==> src/rtl/mat_serializer_pkg.sv <==
// rtl/mat_serializer_pkg.sv - shared config for mat_serializer
// Purpose: PORT_2D packed-matrix width macro, FSM state type, index width
//          and element offset helpers used by mat_serializer and
//          mat_index_counter.
// Ports:   none (package).
`ifndef MAT_SERIALIZER_PKG_SV
`define MAT_SERIALIZER_PKG_SV

// Packed range of a d1 x d2 matrix of w-bit elements.
`define PORT_2D(d1, d2, w) [(d1)*(d2)*(w)-1:0]

package mat_serializer_pkg;

    typedef enum logic {
        ST_IDLE   = 1'b0,
        ST_STREAM = 1'b1
    } ser_state_t;

    // Width of a 1-based index that must be able to hold the value n.
    function automatic int idx_width(input int n);
        return $clog2(n + 1);
    endfunction

    // Bit offset of 1-based element (i,j) in a PORT_2D packed matrix.
    function automatic int elem_offset(input int i, input int j, input int d2, input int w);
        return ((i - 1) * d2 + (j - 1)) * w;
    endfunction

endpackage

`endif

==> src/rtl/mat_serializer_index_counter.sv <==
// rtl/mat_serializer_index_counter.sv - 1-based row/column walker with last flag
// Purpose: two wrapping 1-based counters (row 1..D1, column 1..D2) stepped by
//          advance and reset to (1,1) by load. last is registered with the
//          indices and is high when they point at (D1,D2).
//          Macro MAT_SER_TRANSPOSE_EN selects column-major order (row index
//          runs fastest); otherwise row-major (column index runs fastest).
// Ports:   clk, rst (sync active-high), load, advance,
//          row [idx_width(D1)], col [idx_width(D2)], last.
module mat_index_counter
    import mat_serializer_pkg::*;
#(
    parameter int D1 = 3,
    parameter int D2 = 3
) (
    input  logic                     clk,
    input  logic                     rst,
    input  logic                     load,
    input  logic                     advance,
    output logic [idx_width(D1)-1:0] row,
    output logic [idx_width(D2)-1:0] col,
    output logic                     last
);

    localparam int RW = idx_width(D1);
    localparam int CW = idx_width(D2);
    localparam logic [RW-1:0] ROW_ONE = RW'(1);
    localparam logic [RW-1:0] ROW_MAX = RW'(D1);
    localparam logic [CW-1:0] COL_ONE = CW'(1);
    localparam logic [CW-1:0] COL_MAX = CW'(D2);

    logic [RW-1:0] row_nxt;
    logic [CW-1:0] col_nxt;

    always_comb begin
        row_nxt = row;
        col_nxt = col;
        if (load) begin
            row_nxt = ROW_ONE;
            col_nxt = COL_ONE;
        end else if (advance) begin
`ifdef MAT_SER_TRANSPOSE_EN
            if (row < ROW_MAX) begin
                row_nxt = row + ROW_ONE;
            end else begin
                row_nxt = ROW_ONE;
                col_nxt = (col < COL_MAX) ? col + COL_ONE : COL_ONE;
            end
`else
            if (col < COL_MAX) begin
                col_nxt = col + COL_ONE;
            end else begin
                col_nxt = COL_ONE;
                row_nxt = (row < ROW_MAX) ? row + ROW_ONE : ROW_ONE;
            end
`endif
        end
    end

    always_ff @(posedge clk) begin
        if (rst) begin
            row  <= ROW_ONE;
            col  <= COL_ONE;
            last <= 1'b0;
        end else begin
            row  <= row_nxt;
            col  <= col_nxt;
            // Computed from the next indices so last lines up with them.
            last <= (row_nxt == ROW_MAX) && (col_nxt == COL_MAX);
        end
    end

endmodule

==> src/rtl/mat_serializer.sv <==
// rtl/mat_serializer.sv - packed matrix to element stream serializer
// Purpose: captures one PORT_2D packed D1 x D2 matrix on an in_valid/in_ready
//          handshake, then emits its elements one per out_valid/out_ready
//          handshake with 1-based (row,col) tags and out_last on (D1,D2).
//          Macro MAT_SER_TRANSPOSE_EN switches emission to column-major.
// Ports:   clk, rst (sync active-high),
//          in_valid, in_ready, mat_in [D1*D2*bitlength],
//          out_valid, out_ready, out_data [bitlength],
//          out_row [$clog2(D1+1)], out_col [$clog2(D2+1)], out_last, busy.
module mat_serializer
    import mat_serializer_pkg::*;
#(
    parameter int bitlength = 8,
    parameter int D1        = 3,
    parameter int D2        = 3
) (
    input  logic                                   clk,
    input  logic                                   rst,
    input  logic                                   in_valid,
    output logic                                   in_ready,
    input  logic `PORT_2D(D1, D2, bitlength)       mat_in,
    output logic                                   out_valid,
    input  logic                                   out_ready,
    output logic [bitlength-1:0]                   out_data,
    output logic [idx_width(D1)-1:0]               out_row,
    output logic [idx_width(D2)-1:0]               out_col,
    output logic                                   out_last,
    output logic                                   busy
);

    ser_state_t state;
    ser_state_t state_nxt;

    logic `PORT_2D(D1, D2, bitlength) mat_q;
    logic                             cnt_last;
    logic                             accept;
    logic                             advance;

    assign accept  = in_valid && in_ready;
    assign advance = out_valid && out_ready;

    // State register
    always_ff @(posedge clk) begin
        if (rst) begin
            state <= ST_IDLE;
        end else begin
            state <= state_nxt;
        end
    end

    // Next-state logic
    always_comb begin
        state_nxt = state;
        case (state)
            ST_IDLE:   if (accept) state_nxt = ST_STREAM;
            ST_STREAM: if (advance && out_last) state_nxt = ST_IDLE;
            default:   state_nxt = ST_IDLE;
        endcase
    end

    // Output logic; in_ready is forced low while rst is asserted.
    always_comb begin
        in_ready  = 1'b0;
        out_valid = 1'b0;
        busy      = 1'b0;
        case (state)
            ST_IDLE: begin
                in_ready = !rst;
            end
            ST_STREAM: begin
                out_valid = 1'b1;
                busy      = 1'b1;
            end
            default: begin
                in_ready = 1'b0;
            end
        endcase
    end

    // Matrix is frozen after capture so mat_in may change freely upstream.
    always_ff @(posedge clk) begin
        if (rst) begin
            mat_q <= '0;
        end else if (accept) begin
            mat_q <= mat_in;
        end
    end

    mat_index_counter #(
        .D1(D1),
        .D2(D2)
    ) u_index (
        .clk    (clk),
        .rst    (rst),
        .load   (accept),
        .advance(advance),
        .row    (out_row),
        .col    (out_col),
        .last   (cnt_last)
    );

    // The counter's last flag persists into IDLE for a 1x1 matrix, so it is
    // qualified by the stream state.
    assign out_last = cnt_last && (state == ST_STREAM);

    // Element select as a mux over constant offsets.
    always_comb begin
        out_data = '0;
        for (int i = 1; i <= D1; i++) begin
            for (int j = 1; j <= D2; j++) begin
                if ((int'(out_row) == i) && (int'(out_col) == j)) begin
                    out_data = mat_q[elem_offset(i, j, D2, bitlength) +: bitlength];
                end
            end
        end
    end

endmodule

==> config.mk <==
export PLATFORM = sky130hd
export DESIGN_NAME = mat_serializer
export DESIGN_NICKNAME = d
export VERILOG_FILES = /design/src/rtl/mat_serializer_pkg.sv /design/src/rtl/mat_serializer_index_counter.sv /design/src/rtl/mat_serializer.sv
export SDC_FILE = /design/constraint.sdc
export NUM_CORES = 1
export LEC_CHECK = 0
export BUFFER_PORTS_ARGS = -buffer_cell sky130_fd_sc_hd__buf_2
export CAP_MARGIN = 30
export CORE_MARGIN = 3
export CORE_UTILIZATION = 40
export DETAILED_ROUTE_END_ITERATION = 8
export MAX_ROUTING_LAYER = met4
export PLACE_DENSITY_LB_ADDON = 0.2
export SLEW_MARGIN = 40
export SYNTH_ARGS = -nofsm -noshare
export SYNTH_HDL_FRONTEND = slang
export SYNTH_HIERARCHICAL = 1
export SYNTH_SLANG_ARGS = --single-unit
==> constraint.sdc <==
create_clock -name clk -period 1.6 [get_ports clk]
set_input_delay 0.16 -clock clk [delete_from_list [all_inputs] [get_ports clk]]
set_output_delay 0.16 -clock clk [all_outputs]
set_load 0.02 [all_outputs]
==> results.toml <==
[synthesis]
largest_family_of_logic_cells_by_synthesized_area = "simple AND/OR/NAND/NOR gates"
synth_adder_area_share_pct = 0.988
syn_area_cell_sq_um = 8.17
synth.distinct_cells = 50
share_of_synthesized_area_spent_on_multiplexers_pct = 4.87
seq_area_frac_synth_pct = 41.1
syn-cell-area_sq_mm = 0.00380
synth_top_flop_cell = "sky130_fd_sc_hd__dfxtp_1"
ff_latch_count_synth = 78
ys_warn_count = 6
syn-instance-count = 465
synth-simple-area-share_pct = 26.4
synth_enable_flop_cells = 0
synthArstFlopShare_pct = 0
synth_xor_area_share_pct = 0
synth_fp_nets = 544
synth-compound-area-share_pct = 20.7

[sta]
clock-skew-final_ns = 0.0113
number_of_endpoints_failing_setup_at_the_final_stage = 8
relative_slew_slack_pct = 75.5
tightest_slew_ns = 0.368
rsz_0062_raised_after_global_routing = "yes"
max_clock_freq_mhz = 496
post-route-worst-setup-slack_ns = -0.417
finalCriticalPeriod_ns = 2.02
hold_violations = 0
post-route-period-util_pct = 126
report.final.slew_viol_count = 0

[global_routing]
gr-usage-met1_pct = 28.7
met3_usage_pct = 4.83
grt_most_used_layer = "met2"
grt_pass1_wl_microns = 16800
first_global_vias = 3399
grt_max_degree = 60
grt_antenna_before_repair = 0
grt_overflow_total = 0
gr-usage-all-layers_pct = 21.0
use_met2_pct = 31.7

[setup_path]
timing.critical_path.required_ns = 1.44
worstPathArrival_ns = 1.86
r2r-start = "u_index/col[0]"
worstPathMaxFanout = 8
criticalPathCategory = "flop to output port"
critPathLaunch = "u_index/col[0]"
critPathLaunchType = "flop"
end_kind = "output port"

[routing]
ant_nets = 0
detail_route.first_pass.iterations = 4
postRouteWirelength_microns = 10700
initialDrtViolationCount = 146
via_count = 3592
drt_drc_violations_left = 0
route.detailed.wl_per_inst_microns = 14.9
drt-vias-per-instance = 4.98

[clock_network]
cts-root-to-sink-buffers = 2
cts_sink_count = 78
cts.root.buffer_cell = "sky130_fd_sc_hd__clkbuf_8"
cts_buffer_count = 9
clock_latency_on_the_worst_skew_pair_ns = 0.35
cts.reportedPaths.clkPinSlew_ns = 0.09
tritoncts = "done"
htreeDepth = 3

[run_status]
run_status = "finished with violations"
violated_checks = "negative setup slack"

[die]
placeableCoreArea_sq_mm = 0.00898
die-width_microns = 103
floorplan.initialDensity_pct = 42.3
io_pins = 92
fp.dieH_microns = 103
die_area_sq_mm = 0.0107
num_rows = 34

[power_and_ir_drop]
p_per_area_mw_per_mm2 = 845
static-leakage-power_nw = 2.13
max-vdd-ir-drop_mv = 0.414

[final_layout]
count_of_filler_cells_inserted_in_the_layout = 804
post_route_cells_drive_above_1_share_pct = 31.2
highest_count_cells_in_the_layout_ignoring_fill_and_taps = "84 x sky130_fd_sc_hd__buf_2, 82 x sky130_fd_sc_hd__nand2_1, 74 x sky130_fd_sc_hd__dfxtp_1"
num-nets-final = 670
antenna_cells_inserted = 0
area_growth_syn_to_layout_pct = 37.3
final_core_utilization_pct = 58.1
mostFrequentLayoutCell = "sky130_fd_sc_hd__buf_2"

[flow_run]
maxCapViolations = 0

[min_path]
worstHoldStart = "mat_in[62]"
min-delay-path-class = "input pin to flop"

[placed_design]
pre_cts_ws_ns = -0.177
port_buffers = 91
gpl.final_weighted_congestion = 0.913
post-dp-hpwl_microns = 7640
[state kept, by name, indices dropped and copies added (netlist names)]
register	count
state	1
u_index/row	2
u_index/col	2
u_index/last	1
mat_q	72
[critical path, cell delays in order, from the launching register on]
cell                      delay [ns]
sky130_fd_sc_hd__dfxtp_4        0.42
sky130_fd_sc_hd__buf_12         0.14
sky130_fd_sc_hd__mux2_4         0.29
sky130_fd_sc_hd__o21a_1         0.19
sky130_fd_sc_hd__o32ai_2        0.21
sky130_fd_sc_hd__nor2_1         0.09
sky130_fd_sc_hd__buf_4          0.17
[routing by layer]
metal | vias up | wire length, microns
li1 | 1836 | -
met2 | 95 | 4930
met1 | 1654 | 5190
met5 | - | 0
met4 | 0 | 74
met3 | 7 | 547
[cell families (layout without fill, tap and decap cells)]
group                    after synthesis  in the layout
AND/OR/NAND/NOR                      198            198
AO/OA/AOI/OAI                        125            125
flip-flops                            78             78
multiplexers                          17             17
adder cells (fa/ha/maj)                3              3
buffers and inverters                 44            175
[path summary, 6_finish.rpt]
kind                            slack [ns]      endpoint  cells after the start
worst max register to register        0.05  u_index/last                      7
worst min-delay path                 0.007     mat_q[62]                      3
worst min register to register        0.47      mat_q[8]                      2
worst max-delay path                 -0.42   out_data[4]                      6
[area by class of cell]
type	instances	area, sq um	area share [%]
inverter	8	30.0	0.576
clock inverter	5	60.1	1.15
tap	126	158	3.02
sequential	78	1570	30.1
clock buffer	11	131	2.52
multi-input combinational	343	2180	41.8
timing repair buffer	151	1090	20.8
[power by group]
group | switching (mW) | internal [mW]
Combinational | 0.376 | 0.402
Sequential | 0.0986 | 2.07
Clock | 0.736 | 0.725
Total | 1.21 | 3.20
[Yosys cell counts (2+ instances only)]
cell type | instances | area (sq um)
sky130_fd_sc_hd__a211oi_1 | 4 | 30.0
sky130_fd_sc_hd__inv_2 | 2 | 7.51
sky130_fd_sc_hd__buf_6 | 2 | 22.5
sky130_fd_sc_hd__nand2_1 | 82 | 308
sky130_fd_sc_hd__mux2_4 | 2 | 30.0
sky130_fd_sc_hd__nor2_1 | 14 | 52.6
sky130_fd_sc_hd__a221oi_2 | 2 | 30.0
sky130_fd_sc_hd__a221oi_1 | 2 | 17.5
sky130_fd_sc_hd__mux2_2 | 3 | 33.8
sky130_fd_sc_hd__a21oi_1 | 9 | 45.0
sky130_fd_sc_hd__buf_4 | 9 | 67.6
sky130_fd_sc_hd__a31oi_1 | 3 | 18.8
sky130_fd_sc_hd__o31ai_1 | 2 | 15.0
sky130_fd_sc_hd__a21o_1 | 2 | 15.0
sky130_fd_sc_hd__o21ai_0 | 56 | 280
sky130_fd_sc_hd__nand3_1 | 4 | 20.0
sky130_fd_sc_hd__clkbuf_1 | 14 | 52.6
sky130_fd_sc_hd__and3_1 | 2 | 12.5
sky130_fd_sc_hd__nand3b_1 | 6 | 45.0
sky130_fd_sc_hd__mux2i_1 | 11 | 110
sky130_fd_sc_hd__buf_2 | 11 | 55.1
sky130_fd_sc_hd__a32oi_1 | 2 | 17.5
sky130_fd_sc_hd__inv_1 | 6 | 22.5
sky130_fd_sc_hd__ha_1 | 3 | 37.5
sky130_fd_sc_hd__o21ai_1 | 20 | 100
sky130_fd_sc_hd__nor3_1 | 2 | 10.0
sky130_fd_sc_hd__nor2b_1 | 5 | 31.3
sky130_fd_sc_hd__nand2b_1 | 75 | 469
sky130_fd_sc_hd__dfxtp_1 | 78 | 1560
sky130_fd_sc_hd__o32ai_1 | 3 | 26.3
sky130_fd_sc_hd__a32o_1 | 5 | 50.1
sky130_fd_sc_hd__o22ai_1 | 3 | 18.8
sky130_fd_sc_hd__and2_1 | 3 | 18.8
sky130_fd_sc_hd__o21a_1 | 2 | 15.0
[per-stage QoR]
step                      power, mW  TNS [ns]  instances  instance area [sq um]  hold WS [ns]
after floorplan                2.59         0        465                   3820         0.230
after global placement         2.85    -0.295        679                   4530         0.352
after detailed placement       2.86    -0.399        679                   4530         0.361
after CTS                      4.41     -2.85        720                   5140      0.000873
after global routing           4.61     -3.50        722                   5220       0.00324
final                          4.41     -2.88        722                   5220       0.00695
[timing repair]
| action | in CTS | in global routing |
|---|---|---|
| hold buffers | 21 | 1 |
| setup buffers | 5 | 1 |
| gates resized for setup | 34 | 17 |
| setup endpoints to repair | 11 | 11 |
| gates cloned | 1 | 0 |
| hold endpoints to repair | 21 | 1 |
| pin swaps | 11 | 10 |
Power figures use the tool's default switching activity.
